$ cat src/rtl/serial_addsub_ctrl.sv
// Bit-serial add/subtract controller driving one full-adder cell, LSB first.
// Owns operand shifters, carry flop, bit counter and the IDLE/RUN/DONE FSM.
module serial_addsub_ctrl #(
    parameter int WIDTH = 4,
    parameter int CNT_W = 3
) (
    input  logic             clk,
    input  logic             rst_n,
    input  logic             start,
    input  logic             op_sub,
    input  logic [WIDTH-1:0] a,
    input  logic [WIDTH-1:0] b,
    output logic             busy,
    output logic             res_valid,
    input  logic             res_ack,
    output logic [WIDTH-1:0] result,
    output logic             cout,
    output logic             overflow
);

    typedef enum logic [1:0] {
        IDLE,
        RUN,
        DONE
    } state_t;

    state_t           state;
    state_t           state_nx;
    logic [WIDTH-1:0] a_sh;
    logic [WIDTH-1:0] b_sh;
    logic [WIDTH-1:0] res_q;
    logic [CNT_W-1:0] cnt;
    logic             carry;
    logic             cout_q;
    logic             ovf_q;
    logic             s;
    logic             c;
    logic             last;

    // Full-adder cell on the current LSBs
    assign s    = a_sh[0] ^ b_sh[0] ^ carry;
    assign c    = (a_sh[0] & b_sh[0]) | (carry & (a_sh[0] ^ b_sh[0]));
    assign last = (cnt == CNT_W'(WIDTH - 1));

    always_comb begin
        state_nx = state;
        case (state)
            IDLE:    if (start) state_nx = RUN;
            RUN:     if (last) state_nx = DONE;
            DONE:    if (res_ack) state_nx = IDLE;
            default: state_nx = IDLE;
        endcase
    end

    always_ff @(posedge clk or negedge rst_n) begin
        if (!rst_n) state <= IDLE;
        else        state <= state_nx;
    end

    always_ff @(posedge clk or negedge rst_n) begin
        if (!rst_n) begin
            a_sh   <= '0;
            b_sh   <= '0;
            res_q  <= '0;
            cnt    <= '0;
            carry  <= 1'b0;
            cout_q <= 1'b0;
            ovf_q  <= 1'b0;
        end else begin
            case (state)
                IDLE: begin
                    if (start) begin
                        a_sh   <= a;
                        // Subtract as A + ~B + 1
                        b_sh   <= op_sub ? ~b : b;
                        carry  <= op_sub;
                        cnt    <= '0;
                        res_q  <= '0;
                        cout_q <= 1'b0;
                        ovf_q  <= 1'b0;
                    end
                end
                RUN: begin
                    res_q <= {s, res_q[WIDTH-1:1]};
                    a_sh  <= {1'b0, a_sh[WIDTH-1:1]};
                    b_sh  <= {1'b0, b_sh[WIDTH-1:1]};
                    carry <= c;
                    if (last) begin
                        ovf_q  <= carry ^ c;
                        cout_q <= c;
                    end else begin
                        cnt <= cnt + CNT_W'(1);
                    end
                end
                default: begin
                end
            endcase
        end
    end

    assign busy      = (state != IDLE);
    assign res_valid = (state == DONE);
    assign result    = res_q;
    assign cout      = cout_q;
    assign overflow  = ovf_q;

endmodule

$ cat config.mk
export PLATFORM = sky130hd
export DESIGN_NAME = serial_addsub_ctrl
export DESIGN_NICKNAME = d
export VERILOG_FILES = /design/src/rtl/serial_addsub_ctrl.sv
export SDC_FILE = /design/constraint.sdc
export NUM_CORES = 1
export LEC_CHECK = 0
export ABC_CLOCK_PERIOD_IN_PS = 1500
export CORE_MARGIN = 8
export CORE_UTILIZATION = 47
export CTS_BUF_LIST = sky130_fd_sc_hd__clkbuf_2 sky130_fd_sc_hd__clkbuf_4 sky130_fd_sc_hd__clkbuf_8
export DETAILED_ROUTE_END_ITERATION = 10
export PLACE_DENSITY = 0.79
export SYNTH_ARGS = -nofsm -noshare
export SYNTH_HDL_FRONTEND = slang
export SYNTH_SLANG_ARGS = --single-unit
$ cat constraint.sdc
create_clock -name clk -period 1.5 [get_ports clk]
set_input_delay 0.3 -clock clk [delete_from_list [all_inputs] [get_ports clk]]
set_output_delay 0.3 -clock clk [all_outputs]
set_load 0.005 [all_outputs]
==> impl_metrics.toml <==
[status]
outcome = "finished, violations left"
violations = "negative setup slack"

[critical_path]
r2r-start = "cnt[1]$_DFFE_PN0P_"
required_ps = 1200
worstPathMaxFanout = 3
cp_slowest_cell = "dfrtp_1"
start_kind = "flip-flop"
cp-end-kind = "output pin"
slowest_delay_ps = 420
critPathBufInv = 2
reg2reg_depth = 5
worstSetupPathType = "flip-flop to output pin"
crit_arrival_ps = 1230
path_cells = "buf_4, or2_2, clkbuf_2"
regToRegSetupSlack_ps = 40
r2r_end = "cnt[2]$_DFFE_PN0P_"
cp_top_family = "flip-flops"

[timing]
period_minus_slack_ps = 1535
finalSetupViolCount = 1
rsz0062_at_grt = "true"
finalCritPeriodShare_pct = 102.3
fin_worst_skew_ps = 0.9570
max_slew_margin_pct = 77.54
finalMaxSlewViolations = 0
fin_ws_ps = -34.68
worst_pin_slew_ps = 336.2
clock.fmax_ghz = 0.6516
finalHoldViolations = 0

[cts]
clk_pin_slew_ps = 120
cts_sinks = 20
cts-root-buf = "clkbuf_4"
clk_path_buf_depth = 2
numCtsBuffers = 3
htreeDepth = 1
clock_latency_ps = 310
cts_tree = "done"

[grt]
grt_max_degree = 21
grtUsageTotal_pct = 13.01
grt_overflow = 0
grt_pass1_wl_um = 4402
grt_pass1_vias = 998
antenna_found_initial = 0

[hold_path]
hold_path_class = "input port to async pin"

[place]
portBuffers = 20
dp_hpwl_um = 1747
place_congestion = 0.7843
place_area_sq_um = 1335

[floorplanning]
die_area_sq_um = 4059
coreArea_sq_um = 2191
io_pins = 21
fp.dieH_um = 63.71
initial_core_util_pct = 48.83
placementRows = 17
fp.dieW_um = 63.71

[logic_synthesis]
synth_seq_cells = 20
synth.distinct_cells = 28
synth_area_sq_um = 1070
ys_warn_count = 0
synthesis.nets = 120
yosysSeqAreaShare_pct = 46.78
avgSynthCellArea_sq_um = 10.39
synth_cells = 103

[finish]
n_antenna_cell = 0
finalInstanceArea_sq_um = 1511
postLayoutCoreUtil_pct = 68.99
drive_gt1_share_pct = 25.87
area_growth_pct = 41.29
nNetsFinal = 161

[run]
cap_violations = 0

[route]
drtIter0Drc = 11
first_pass_iters = 4
drtAntennaViolNets = 0
num_vias = 911
via_per_inst = 5.327
routed_wl_um = 2657
drc = 0
wl_per_cell_um = 15.54

[power]
ir_drop_v = 0.001198
p_leak_nw = 0.7775
power_density_nw_per_um2 = 1774
## cells in the final DEF (no fill, tap or decap), types with 2 or more instances in the layout
cell / Yosys / routed
o22ai_1: 2 / 2
a22o_1: 11 / 11
nor2_1: 2 / 2
clkdlybuf4s50_1: 0 / 12
clkbuf_4: 0 / 3
nand2_1: 5 / 5
and2b_1: 2 / 2
nor2b_1: 6 / 5
buf_4: 1 / 24
dfrtp_1: 20 / 20
dlygate4sd2_1: 0 / 2
a21oi_1: 6 / 6
xor2_1: 4 / 4
inv_1: 6 / 6
o21ai_0: 6 / 5
dlymetal6s2s_1: 0 / 5
a22oi_1: 9 / 9
o21ai_1: 2 / 3
ha_4: 0 / 2
nor3b_1: 2 / 2
## area by class of cell
type	instances	area, sq um
fillers	182	679.4
repair buffers	44	385.4
inverters	6	22.52
multi-input cells	69	531.8
well taps	28	35.03
clock buffers	4	36.28
flip-flops and latches	20	500.5
## per-stage QoR
stage,TNS (ps),hold WS (ps),setup WS [ps],std cells,total power [W]
6_report,-34.68,319.0,-34.68,171,0.002681
5_1_grt,-81.34,338.7,-81.34,171,0.002879
4_1_cts,-128.9,318.8,-128.9,167,0.002562
3_5_place_dp,-1021,507.2,-92.33,154,0.002109
3_3_place_gp,-482.5,487.3,-63.75,154,0.002041
2_1_floorplan,0,4.409,88.95,103,0.001700
## logic make-up after synthesis
logic type	share of synthesized area, %
XOR/XNOR	4.093
AND/OR/NAND/NOR	11.70
buffers and inverters	7.017
flip-flops	46.78
multiplexers	1.988
AO/OA/AOI/OAI	23.04
adder cells (fa/ha/maj)	5.381
## cell usage after synthesis (all sizes together)
| master | instances | area [sq um] |
|---|---|---|
| ha | 3 | 37.54 |
| inv | 6 | 22.52 |
| and2b | 2 | 15.01 |
| clkbuf | 2 | 7.510 |
| or3 | 1 | 6.260 |
| o22ai | 2 | 12.51 |
| nor3b | 2 | 15.01 |
| xnor2 | 1 | 8.760 |
| a22oi | 9 | 67.56 |
| mux2 | 1 | 11.26 |
| nand2b | 1 | 6.260 |
| nand2 | 5 | 18.77 |
| o21ai | 8 | 40.04 |
| mux2i | 1 | 10.01 |
| or2 | 2 | 12.52 |
| fa | 1 | 20.02 |
| xor2 | 4 | 35.03 |
| nor2b | 6 | 37.54 |
| dfrtp | 20 | 500.5 |
| a22o | 11 | 96.34 |
| a21oi | 6 | 30.03 |
| buf | 6 | 45.04 |
| nor2 | 3 | 13.77 |
## power by group
group	internal, W	total, W	switching [W]
sequential	0.000745	0.000890	0.000145
clock	0.000148	0.000326	0.000178
combinational	0.000813	0.00146	0.000652
## repair_timing
item | CTS | global route
setup endpoints to repair | 22 | 13
hold buffers | 0 | 0
buffers inserted | 9 | 4
gates resized for setup | 8 | 10
pin swaps | 0 | 2
gates cloned | 0 | 0
## per-layer routing
layer | vias up | GRT usage [%] | part of all wire [%]
li1 | 445 | - | -
met3 | 2 | 4.240 | 4.1
met4 | 0 | 6.407 | 0.72
met2 | 19 | 22.05 | 51
met5 | - | 0 | 0
met1 | 445 | 14.29 | 44
## worst max-delay path by stage
| stage | startpoint | to | depth (start not counted) |
|---|---|---|---|
| after floorplan | cnt[0]$_DFFE_PN0P_ | cnt[2]$_DFFE_PN0P_ | 5 |
| after global placement | start | cout$_DFFE_PN0P_ | 4 |
| after detailed placement | start | overflow$_DFFE_PN0P_ | 4 |
| after CTS | state[1]$_DFFE_PN0P_ | busy | 3 |
| after global routing | state[1]$_DFFE_PN0P_ | busy | 3 |
| final | state[1]$_DFFE_PN0P_ | busy | 3 |
## state kept, by name (all words and copies together) (netlist names)
name      flops
overflow      1
a_sh          4
state         2
carry         1
result        4
b_sh          4
cout          1
cnt           3
(Power assumes the default switching activity.)
